`src/rtl/interval_timer.sv`:
```
// Countdown interval timer for the traffic-light controller, with three programmable durations and a 1 s prescaler.
// Define TIMER_FAST_SIM_EN to remove the prescaler so that every RUN cycle is one tick.
module interval_timer #(
  parameter int TICK_DIV = 100_000_000,
  parameter int T_BASE   = 6,
  parameter int T_EXT    = 3,
  parameter int T_YEL    = 2
) (
  input  logic       clock,
  input  logic       reset_sync,
  input  logic       prog_sync,
  input  logic [1:0] param_sel,
  input  logic [3:0] time_value,
  input  logic [1:0] interval,
  input  logic       start_timer,
  output logic       expired,
  output logic       one_hz_enable,
  output logic [3:0] time_left
);

  typedef enum logic [1:0] {KICK, KICK_WAIT, IDLE, RUN} state_t;

  state_t     state, state_nxt;
  logic [3:0] t_base, t_ext, t_yel;
  logic [3:0] count, count_nxt, sel_time, prog_val;
  logic       tick, expire, load, kick;

  // Start is refused while programming and during the cycle prog_sync drops.
  assign load     = !prog_sync && start_timer && (state != KICK_WAIT);
  assign kick     = !prog_sync && (state == KICK);
  assign prog_val = (time_value == 4'd0) ? 4'd1 : time_value;

`ifdef TIMER_FAST_SIM_EN
  assign tick = (state == RUN) && (count != 4'd0);
`else
  localparam int PW = $clog2(TICK_DIV);
  logic [PW-1:0] prescaler;
  logic          wrap;

  assign wrap = (prescaler == PW'(TICK_DIV - 1));
  assign tick = (state == RUN) && (count != 4'd0) && wrap;

  always_ff @(posedge clock) begin
    if (reset_sync || prog_sync || load || state != RUN) prescaler <= '0;
    else if (wrap)                                          prescaler <= '0;
    else                                                    prescaler <= prescaler + 1'b1;
  end
`endif

  always_comb begin
    sel_time = t_base;
    case (interval)
      2'b01:   sel_time = t_ext;
      2'b10:   sel_time = t_yel;
      default: sel_time = t_base;
    endcase
  end

  always_comb begin
    state_nxt = state;
    count_nxt = count;
    expire    = 1'b0;
    if (prog_sync) begin
      state_nxt = KICK_WAIT;
      count_nxt = 4'd0;
    end else begin
      case (state)
        KICK_WAIT: state_nxt = KICK;
        KICK:      state_nxt = IDLE;
        RUN: begin
          // count reached 0 on the previous tick; this cycle ends the interval
          if (count == 4'd0) begin
            expire    = 1'b1;
            state_nxt = IDLE;
          end else if (tick) begin
            count_nxt = count - 4'd1;
          end
        end
        default: ;
      endcase
      if (load) begin
        state_nxt = RUN;
        count_nxt = sel_time;
        expire    = 1'b0;
      end
    end
  end

  always_ff @(posedge clock) begin
    if (reset_sync) begin
      state         <= KICK;
      count         <= 4'd0;
      expired       <= 1'b0;
      one_hz_enable <= 1'b0;
      t_base        <= 4'(T_BASE);
      t_ext         <= 4'(T_EXT);
      t_yel         <= 4'(T_YEL);
    end else begin
      state         <= state_nxt;
      count         <= count_nxt;
      expired       <= kick | expire;
      one_hz_enable <= tick & ~load & ~prog_sync;
      if (prog_sync) begin
        case (param_sel)
          2'b00:   t_base <= prog_val;
          2'b01:   t_ext  <= prog_val;
          2'b10:   t_yel  <= prog_val;
          default: ;
        endcase
      end
    end
  end

  assign time_left = count;

endmodule

```
`config.mk`:
```
export PLATFORM = sky130hd
export DESIGN_NAME = interval_timer
export DESIGN_NICKNAME = d
export VERILOG_FILES = /design/src/rtl/interval_timer.sv
export SDC_FILE = /design/constraint.sdc
export NUM_CORES = 1
export LEC_CHECK = 0
export CAP_MARGIN = 15
export CORE_MARGIN = 2
export CORE_UTILIZATION = 45
export DETAILED_ROUTE_END_ITERATION = 8
export HOLD_SLACK_MARGIN = 0.12
export PLACE_DENSITY = 0.61
export SETUP_SLACK_MARGIN = 0.2
export SYNTH_ARGS = -nofsm -noshare
export SYNTH_HDL_FRONTEND = slang
export SYNTH_SLANG_ARGS = --single-unit
```
`constraint.sdc`:
```
create_clock -name clock -period 2.6 [get_ports clock]
set_clock_uncertainty 0.15 [all_clocks]
set_input_delay 0.52 -clock clock [delete_from_list [all_inputs] [get_ports clock]]
set_output_delay 0.52 -clock clock [all_outputs]
set_load 0.01 [all_outputs]
```
Word level (Yosys, flattened, before mapping)
Cells that the tools add are included.
Widths: inputs -> output; s select.
{ "word_totals": {"register_bits": 47, "in_bits": 12, "output_inout_bits": 6, "word_cells": 68} }
{ "classes": {"add_sub_neg": 2, "n_eq_ne": 12, "n_mux": 14, "bitwise_logic": 5, "n_reduce_logical": 26} }
{ "ops": {"columns": ["op", "n"], "rows": [
  ["$add 27x1->27 const B", 1],
  ["$eq 27x27->1 const B", 1],
  ["$mux 4", 5],
  ["$reduce_and 2->1", 5],
  ["$logic_not 4->1", 2],
  ["$pmux 4 s2", 1],
  ["$reduce_bool 4->1", 2],
  ["$eq 2x1->1 const B", 3],
  ["$eq 2x2->1 const B", 3],
  ["$pmux 2 s3", 1],
  ["$logic_and 1x1->1", 5],
  ["$mux 1", 5],
  ["$reduce_bool 5->1", 1],
  ["$logic_not 2->1", 2],
  ["$mux 2", 2],
  ["$ne 2x2->1 const B", 2],
  ["$ne 4x3->1 const B", 1],
  ["$reduce_bool 2->1", 2],
  ["$reduce_or 2->1", 2],
  ["$sub 4x1->4 const B", 1],
  ["$logic_or 1x1->1", 3],
  ["$ne 3x2->1 const B", 1],
  ["$reduce_and 3->1", 1],
  ["$and 1x1->1", 2],
  ["4 further kinds", 5]
]} }

Logic depth before layout (Yosys ltp)
Gate-level depths: netlist of run 1.
{ "logic_depth": {"depth_word": 7, "mapped_depth": 9, "depth_no_buf": 7} }

Worst setup path before layout of run 1
No wires, ideal clock.
{ "synth_path": {"path_kind": "flip-flop to flip-flop", "from": "register prescaler[19]", "to": "register prescaler[25]", "setup_time_ns": 0.115, "arrival_time_ns": 2.113, "required_ns": 2.335, "slack_ns": 0.223, "stages_incl_launch_ff": 8, "path_buffers": 2, "period_less_slack_ns": 2.377, "cell_sequence": "dfxtp_1 > or4_1 > or4_4 > or3_4 > nand2b_2 > buf_6 > buf_12 > nor2_1"} }
{ "synth_between": {"elab_chain_cells": 2, "elab_cells_between_ends": 3, "cone_classes": "add/sub: 1; eq/ne: 1; reduce/logical: 1"} }
{ "synth_rtl": {"columns": ["item", "line", "rtl"], "rows": [
  ["start: declaration", "37", "logic [PW-1:0] prescaler;"],
  ["start signal: assignment", "46", "else prescaler <= prescaler + 1'b1;"],
  ["branches (longest 2 deep; another with $add 27x1->27)", null, null]
]} }
Parallel ways; which one is timed is not known.
A chain may end at the register's enable or synchronous reset.

Worst setup path in the final report of run 1
{ "layout_path": {"from": "register prescaler[12]", "to": "register count[1], in the netlist time_left[1]"} }
{ "layout_between": {"elab_chain_cells": 4} }
{ "layout_rtl": {"columns": ["item", "line", "rtl"], "rows": [
  ["$eq 27x27->1", "40", "assign wrap = (prescaler == PW'(TICK_DIV - 1));"],
  ["$logic_and 1x1->1", "41", "assign tick = (state == RUN) && (count != 4'd0) && wrap;"],
  ["$reduce_bool 2->1 (no source line)", null, null],
  ["$reduce_and 3->1 (no source line)", null, null],
  ["end signal: assignment", "100", "count <= count_nxt;"],
  ["end: declaration", "25", "logic [3:0] count, count_nxt, sel_time, prog_val;"]
]} }
No other way between the ends.

==> run metrics, run 1 <==
CP Max Fanout 5; Diodes inserted 0; top cell type's share of synthesized area a little over two fifths; worst hold-check path type flip-flop to flip-flop; hpwl dp ~3.3 mm; time the worst path needs with I/O delays and setup 2.385 ns; all-layer global routing usage between 10% and 20%; drt via density 5.265; Pins Over Slew Limit 0; Placer Congestion 0.7551; PD cells ~490 mW/mm²; Die Y-Extent between 70 and 80 µm; clock slew at reported path FFs 0.09 ns; drt wl/cell roughly 13 µm; DP Area 0.002507 mm²; maximum vdd drop 0.3728 mV; Non-Filler Instances 355; worst-margin pin slew 0.6343 ns; initial antenna violation count 0; Die ar. 0.005593 mm²; r2r endpoint time_left[1]; metal2 WL 2.007 mm; Row Count 25; Final nets 306; share of layout cells above drive strength 1 about a tenth; total congestion overflow 0; DRC 0; WHS 0.3245 ns; Initial Utilization 47.11%; Hold Crit Start t_ext[0]; Post-synth EDFFs 0; first-pass GRT wire length 7.886 mm; Distinct cells, synth 43; final instance area 0.002613 mm²; FMAX 419.4 MHz; cells on worst reg2reg path 5; Die X 74.79 µm; Setup-failing EPs final 0; register area share after synthesis 41.73%; top cells by area, synth dfxtp_1, nor2_1, xor2_1; uppermost layer routed met4; Met1 Wirelength 2.415 mm; area delta synth->final 15.87%; status complete, no violations; area leader, netlist dfxtp_1; Crit Path Class flip-flop to flip-flop; CTS max path bufs 2; Root Buffer clkbuf_8; Final period util 91.71%; Seq cells post-synth 47; synthesized area 0.002255 mm²; area of the core 0.004786 mm²; placed cells between 300 and 400; Mean Syn Cell Area 8.573 µm²; clock latency reported for the late side of the worst-skew pair 0.29 ns; FF-to-FF setup slack roughly 0.22 ns; CTS buffer count 5; WL met3 127 µm; CTS Hold Bufs 0; CP Launch Type flip-flop; largest net degree at the start of global routing 15; RSZ-0062 raised after global routing true; # clock sinks between 40 and 50; WP data required 2.63 ns; drt first pass iters 4; Critical Path AT between 2 and 2.5 ns; Syn Nets 282; # IOs 18; number of global-route vias before repair 1700; Synth Warn # 0; H-tree levels 2; leak pwr 0.9269 nW; Mapped Cells 263; hold path endpoint t_ext[0]; Async SR Flop Fraction 0%; Hold Vio Cnt, Final 0; Fillers 449; setup tns final 0 ns; final core occ 54.59%; Vias 1869; Setup crit end kind flip-flop; Hold Crit Depth 1; post-CTS setup buffers 0; Post-synth top cells dfxtp_1, nor2_1, nand2_1, xor2_1; final wirelength about 4.6 mm; CTS tree done; r2r startpoint prescaler[12]; Port Buf Inserts 17; Routed Antenna Nets 0; Synth Flop Type dfxtp_1; max-cap violations 0; Slew HR 57.55%; drt first-iter violations 96
-- through the flow --
stage / worst slack (ns) / power (mW)
6_report: 0.2155 / 1.268
5_1_grt: 0.1837 / 1.325
4_1_cts: 0.1923 / 1.282
3_5_place_dp: 0.08543 / 0.8606
3_3_place_gp: 0.1321 / 0.8602
2_1_floorplan: 0.2227 / 0.8201
-- registers in the layout (all words and copies together) (netlist names) --
| name | count |
|---|---|
| expired | 1 |
| one_hz_enable | 1 |
| time_left | 4 |
| t_base | 4 |
| t_ext | 4 |
| t_yel | 4 |
| prescaler | 27 |
| state | 2 |
-- timing repair --
item | CTS | global route
cloned | 1 | 0
gates resized for setup | 1 | 5
endpoints found under the setup margin | 18 | 22
pin swaps | 0 | 3
-- area by class of cell --
class	instances	area [µm²]	share of cell area [%]
flip-flops and latches	47	945.9	36.21
well taps	67	83.83	3.209
clock buffers	7	76.32	2.921
clock inverters	1	5.005	0.1916
repair buffers	24	222.7	8.525
inverters	10	37.54	1.437
multi-input cells	199	1241	47.51
-- critical path: stages (launching register included) --
cell and delay [ns]:
dfxtp_2 0.34, or4b_1 0.50, or4_4 0.55, or3_4 0.44, mux2i_1 0.20, a21oi_1 0.08
-- worst max-delay path by stage --
| stage | from | to | slack, ns | cells past startpoint |
|---|---|---|---|---|
| 6_report | prescaler[12] | time_left[1] | 0.22 | 5 |
| 5_1_grt | prescaler[17] | time_left[2] | 0.18 | 5 |
| 4_1_cts | prescaler[19] | time_left[1] | 0.19 | 5 |
| 3_5_place_dp | prescaler[19] | prescaler[3] | 0.09 | 5 |
| 3_3_place_gp | prescaler[19] | prescaler[5] | 0.13 | 5 |
| 2_1_floorplan | prescaler[19] | prescaler[25] | 0.22 | 7 |
-- per-layer routing --
layer,track usage (%),vias up
li1,-,970
met1,26.73,868
met2,28.02,26
met3,3.614,5
met4,4.762,0
met5,0,-
-- cells in the final DEF (no fill, tap or decap), types with 6 or more instances in the layout --
cell,n
nor2_1,47
nand2_1,16
ha_1,7
nor3_1,7
inv_1,10
buf_4,7
dfxtp_1,43
clkdlybuf4s50_1,17
nand4_1,10
xnor2_1,7
nand3_1,14
mux2i_1,6
a21oi_1,14
xor2_1,16
-- cells by family (layout without fill, tap and decap cells) --
group	count (synthesis)	count (layout)	synth area share [%]
simple gates	124	125	27.64
flops	47	47	41.73
compound gates	38	38	11.10
xor+xnor	23	23	8.934
buf+inv	18	42	4.051
fa+ha+maj	7	7	3.884
mux	6	6	2.664
-- power by group --
part	switching, mW	internal [mW]	leakage, nW
Sequential	0.00875	0.732	0.383
Combinational	0.0514	0.0514	0.502
Clock	0.235	0.189	0.0422
(Power assumes the default switching activity.)
==> run 2: changes to the inputs <==
- ABC_AREA: unset -> 0
- SLEW_MARGIN: unset -> 10
==> results of run 2 <==
The final DEF is identical to that of run 1; final timing and power are the same.
==> run 3: changes to the inputs <==
- ABC_AREA: 0 -> 1
==> run 3 against run 2 <==
Via count is 25% higher. Maximum frequency rose by 19%. Global-route usage grew 2.1 points. Register-to-register slack better by 0.45 ns. Combinational power up 28%. Count of clock-buffer cells in the layout down 2. First-iteration DRC count fell by 11%. Clock power up 7.3%. Largest cell class unchanged. Largest power group unchanged.
==> run metrics, run 3 <==
Distinct cells, synth 33; GR Layer Usage met3 2.809%; hpwl dp 4.562 mm; post-CTS setup buffers 0; FMAX 500.9 MHz; area delta synth->final 12.70%; area leader, netlist dfxtp_1; worst hold-check path type flip-flop to flip-flop; Async SR Flop Fraction 0%; placed cells 465; Setup-failing EPs final 0; max FFs per register 27; Pins Over Slew Limit 0; Top Usage Layer GRT met1; Slew HR between 70% and 80%; most common cell after layout, fill and taps aside nand2_1; # clock sinks 47; Die X 80.31 µm; CP Max Fanout 8; CTS Hold Bufs 0; drt wl/cell 12.56 µm; Diodes inserted 0; Post-synth top cells nand2_1, nor2_1, inv_1; Final nets 419; H-tree levels 2; register area share after synthesis a little over a third; hold path endpoint t_base[1]; Post-synth EDFFs 0; share of layout cells above drive strength 1 11.47%; pre-CTS setup slack 0.3087 ns; top cell type's share of synthesized area 35.91%; Routed Antenna Nets 0; Setup crit end kind flip-flop; CP Launch Type input pin; clock latency reported for the late side of the worst-skew pair 0.31 ns; count leader, synth nand2_1; worst-margin pin slew 0.4022 ns; Row Count 27; status complete, no violations; initial antenna violation count 0; grt met2 use 29.92%; number of global-route vias before repair 2201; Syn Nets around 400; Synth Flop Type dfxtp_1; final wirelength 5.943 mm; DRC 0; most frequent cells in the layout nand2_1, nor2_1, inv_1; drt first pass iters 4; drt first-iter violations 85; Die Y-Extent 80.31 µm; FF-to-FF setup slack 0.67 ns; Die ar. 0.006449 mm²; Top reg by flops prescaler; Placer Congestion 0.8909; Hold Crit Depth 2; Root Buffer clkbuf_8; r2r startpoint prescaler[0]; total congestion overflow 0; setup tns final 0 ns; maximum vdd drop 0.2548 mV; largest net degree at the start of global routing 28; all-layer global routing usage 20.51%; # IOs 18; Final WS setup between 0.6 and 0.7 ns; RSZ-0062 raised after global routing false; top cells by area, synth dfxtp_1, nand2_1, nor2_1; Synth Warn # 0; Worst Setup SP interval[0]; time the worst path needs with I/O delays and setup 1.996 ns; CTS max path bufs 2; Final period util 76.78%; Hold Vio Cnt, Final 0; synthesized area 0.002620 mm²; leak pwr approximately 1.0 nW; Vias 2344; Port Buf Inserts 17; Critical Path AT approximately 2.1 ns; Crit Path Class input pin to flip-flop; clock slew at reported path FFs 0.10 ns; max-cap violations 0; Seq cells post-synth 47; r2r endpoint prescaler[15]; Non-Filler Instances 473; first-pass GRT wire length 10.38 mm; drt via density 4.956; CTS buffer count 5; area of the core 0.005574 mm²; PD cells 451.7 mW/mm²; post_cts resized 0; Mean Syn Cell Area just under 7 µm²; Hold Crit Start t_base[1]; Initial Utilization 47.00%; CTS tree done; met1 global-route usage a little under a third; WP data required 2.65 ns; cells on worst reg2reg path 8; Mapped Cells 378
-- run 3: worst max path at each step --
stage | end | slack (ns) | depth (start not counted)
CTS | time_left[3] | 0.61 | 9
finish | time_left[3] | 0.60 | 9
global placement | time_left[0] | 0.34 | 11
global route | time_left[2] | 0.45 | 9
detailed placement | time_left[2] | 0.31 | 9
floorplan | time_left[0] | 0.93 | 10
-- run 3: cell type report --
| type | count | area, µm² |
|---|---|---|
| Fill cell | 573 | 2621 |
| Sequential cell | 47 | 940.9 |
| Tap cell | 72 | 90.09 |
| Clock buffer | 5 | 68.82 |
| Inverter | 52 | 195.2 |
| Multi-Input combinational cell | 275 | 1453 |
| Clock inverter | 3 | 20.02 |
| Timing Repair Buffer | 19 | 185.2 |
-- run 3: logic make-up after synthesis --
group / share of synthesized area (%)
AOI/OAI and AO/OA: 13.32
xor gates and xnor gates: 2.006
adders and majority gates: 3.343
buffers and inverters: 8.643
DFF: 35.91
and+or+nand+nor: 36.77
-- run 3: routing by layer --
metal | wire, µm | part of all wire [%] | vias to the layer above
met4 | 62 | 1.0 | 0
met5 | 0 | 0 | -
met1 | 3274 | 55 | 1049
met2 | 2491 | 42 | 22
li1 | - | - | 1267
met3 | 115 | 1.9 | 6
-- run 3: metrics by stage --
| stage | utilization, % | area (µm²) | hold WS, ns | power (mW) |
|---|---|---|---|---|
| after global placement | 51.38 | 2864 | 0.3205 | 0.8914 |
| after floorplan | - | 2620 | 0.2925 | 0.8442 |
| final | 52.97 | 2953 | 0.3366 | 1.334 |
| after CTS | 52.97 | 2953 | 0.3419 | 1.346 |
| after detailed placement | 51.38 | 2864 | 0.3171 | 0.8932 |
| after global routing | 52.97 | 2953 | 0.3720 | 1.399 |
-- run 3: power by group --
| part | total (mW) | switching, mW | internal, mW |
|---|---|---|---|
| logic | 0.132 | 0.0750 | 0.0574 |
| registers | 0.745 | 0.0101 | 0.735 |
| clock network | 0.456 | 0.268 | 0.188 |
-- run 3: worst max-delay path, stage by stage --
cell and delay (ns):
clkdlybuf4s50_1 0.48, inv_1 0.05, ha_1 0.28, inv_1 0.19, nand3_1 0.14, o211ai_1 0.13
nand2_1 0.08, a21oi_1 0.12, nor2_1 0.06
==> variant (config.mk and constraints of run 2) <==
The parameter `TICK_DIV` goes from 100_000_000 to 50_000_000.
--- a/src/rtl/interval_timer.sv
+++ b/src/rtl/interval_timer.sv
@@ -1,7 +1,7 @@
 // Countdown interval timer for the traffic-light controller, with three programmable durations and a 1 s prescaler.
 // Define TIMER_FAST_SIM_EN to remove the prescaler so that every RUN cycle is one tick.
 module interval_timer #(
-  parameter int TICK_DIV = 100_000_000,
+  parameter int TICK_DIV = 50_000_000,
   parameter int T_BASE   = 6,
   parameter int T_EXT    = 3,
   parameter int T_YEL    = 2
Behaviour: same outputs for any inputs over 10 cycles, from zero or initial values and one cycle with reset_sync high; that may be too few to reach the edited logic, so the function may still have changed.
==> variant against run 2 <==
- sequential cell count shrank 1
- clock power grew 26%
- synthesized area grew 0.61%
- routed wire length grew 5.0%
- design area grew 4.0%
- power grew 10%
- combinational power grew 28%
- sequential power shrank 2%
- via count grew 2.2%
- maximum frequency grew 12%
- critical path depth is the same
- sequential share of layout area shrank 2.3 points
- setup slack gained 0.25 ns
- critical path type unchanged
- critical endpoint is now prescaler[18]$_SDFF_PP0_
- highest routed layer unchanged
==> variant: results <==
export IMPL_synth_distinct_cells=45
export IMPL_irDropWorstVdd_mv=0.3834
export IMPL_synth_common_cells="dfxtp_1 (46), nor2_1 (42), nand2_1 (14)"
export IMPL_ys_seq_area_frac=0.4060
export IMPL_cts_setup_buffers=0
export IMPL_antenna_cells=0
export IMPL_layout_cells_non_filler=356
export IMPL_track_usage=0.1891
export IMPL_critPathSlowestCell="dfxtp_1"
export IMPL_first_global_vias=1858
export IMPL_dpl_hpwl_um=3513
export IMPL_drive_above_1_share=0.09689
export IMPL_root_buffer="clkbuf_8"
export IMPL_worst_hold_path_num_cells=1
export IMPL_grt_antenna_before_repair=0
export IMPL_avgSynthCellArea_um2=8.827
export IMPL_first_iter_violations=105
export IMPL_dp_cells=348
export IMPL_top_register="prescaler"
export IMPL_critPathMaxStageDelay_ns=0.47
export IMPL_viasPerCell=5.365
export IMPL_arrival_ns=2.23
export IMPL_grt_pass1_wl_um=8217
export IMPL_reg2reg_slack_ns=0.46
export IMPL_largest_reg_flops=26
export IMPL_drt_pass1_iter_count=4
export IMPL_synthesis_nets=276
export IMPL_power_static_leakage_nw=0.9860
export IMPL_grt_max_degree=20
export IMPL_synthTopCellsByArea="dfxtp_1 (41%), nor2_1 (6.9%), xor2_1 (4.6%), ha_1 (3.9%), xnor2_1 (3.1%)"
export IMPL_cts_resized=0
export IMPL_path_max_fanout=7
export IMPL_ys_async_sr_fraction=0
export IMPL_num_fill_cells=458
export IMPL_gp_congestion=0.7730
export IMPL_r2r_end="prescaler[18]$_SDFF_PP0_"
export IMPL_max_slew_margin=0.5605
export IMPL_r2r_start="prescaler[7]$_SDFF_PP0_"
export IMPL_nNetsFinal=307
export IMPL_wl_um=4829
export IMPL_outcome="completed"
-- variant: cell count changes in the layout (fill, tap and decap cells not counted), moves of 3 or more --
cell,change
xor2_1,-4
buf_4,+4
or2_2,-4
a21oi_1,-5
nor2_1,-5
nand4_1,-6
o21ai_0,+7
nand4bb_1,+3
dfxtp_2,-4
dfxtp_1,+3
a32o_1,+3
-- variant: kinds of logic after synthesis --
logic type / after synthesis / share of synthesized area
AO/OA/AOI/OAI: 41 / 0.1208
multiplexers: 6 / 0.02648
AND/OR/NAND/NOR: 122 / 0.3050
buffers and inverters: 15 / 0.02593
adder cells (fa/ha/maj): 7 / 0.03861
flip-flops: 46 / 0.4060
XOR/XNOR: 20 / 0.07722
-- variant: layout make-up --
type	instances	area share
timing repair buffer	29	0.1004
clock inverter	3	0.01612
clock buffer	5	0.02533
inverter	10	0.01382
tap	67	0.03086
sequential	46	0.3390
multi-input combinational	196	0.4744
-- variant: worst max path at each step --
| stage | start | to | slack, ns | cells after the start |
|---|---|---|---|---|
| after floorplan | prog_sync | prescaler[24]$_SDFF_PP0_ | 0.45 | 7 |
| final | prescaler[7]$_SDFF_PP0_ | prescaler[18]$_SDFF_PP0_ | 0.46 | 5 |
| after CTS | prescaler[7]$_SDFF_PP0_ | prescaler[18]$_SDFF_PP0_ | 0.46 | 5 |
| after detailed placement | interval[0] | time_left[2]$_SDFFE_PP0P_ | 0.19 | 8 |
| after global routing | prescaler[7]$_SDFF_PP0_ | prescaler[18]$_SDFF_PP0_ | 0.37 | 5 |
| after global placement | interval[0] | time_left[2]$_SDFFE_PP0P_ | 0.21 | 8 |
-- variant: metrics by stage --
step	setup slack (ns)	total power [mW]	cell area, um2	hold slack [ns]	util
floorplan	0.4512	0.8172	2268	0.2859	-
global placement	0.2094	0.8760	2604	0.3075	0.5441
detailed placement	0.1936	0.8765	2604	0.3122	0.5441
CTS	0.4612	1.417	2716	0.3350	0.5676
global route	0.3742	1.463	2716	0.3710	0.5676
finish	0.4629	1.398	2716	0.3364	0.5676
-- variant: where the power goes --
group          switching (mW)  internal (mW)
registers              0.0105          0.718
clock network           0.249          0.288
logic                  0.0654         0.0666
total                   0.325           1.07
-- variant: metal layers --
| metal | track usage | vias to the layer above | routed length [um] |
|---|---|---|---|
| met1 | 0.2415 | 873 | 2354 |
| met4 | 0.05357 | 0 | 91 |
| met2 | 0.3226 | 41 | 2189 |
| met3 | 0.04016 | 10 | 194 |
| met5 | 0 | - | 0 |
| li1 | - | 986 | - |
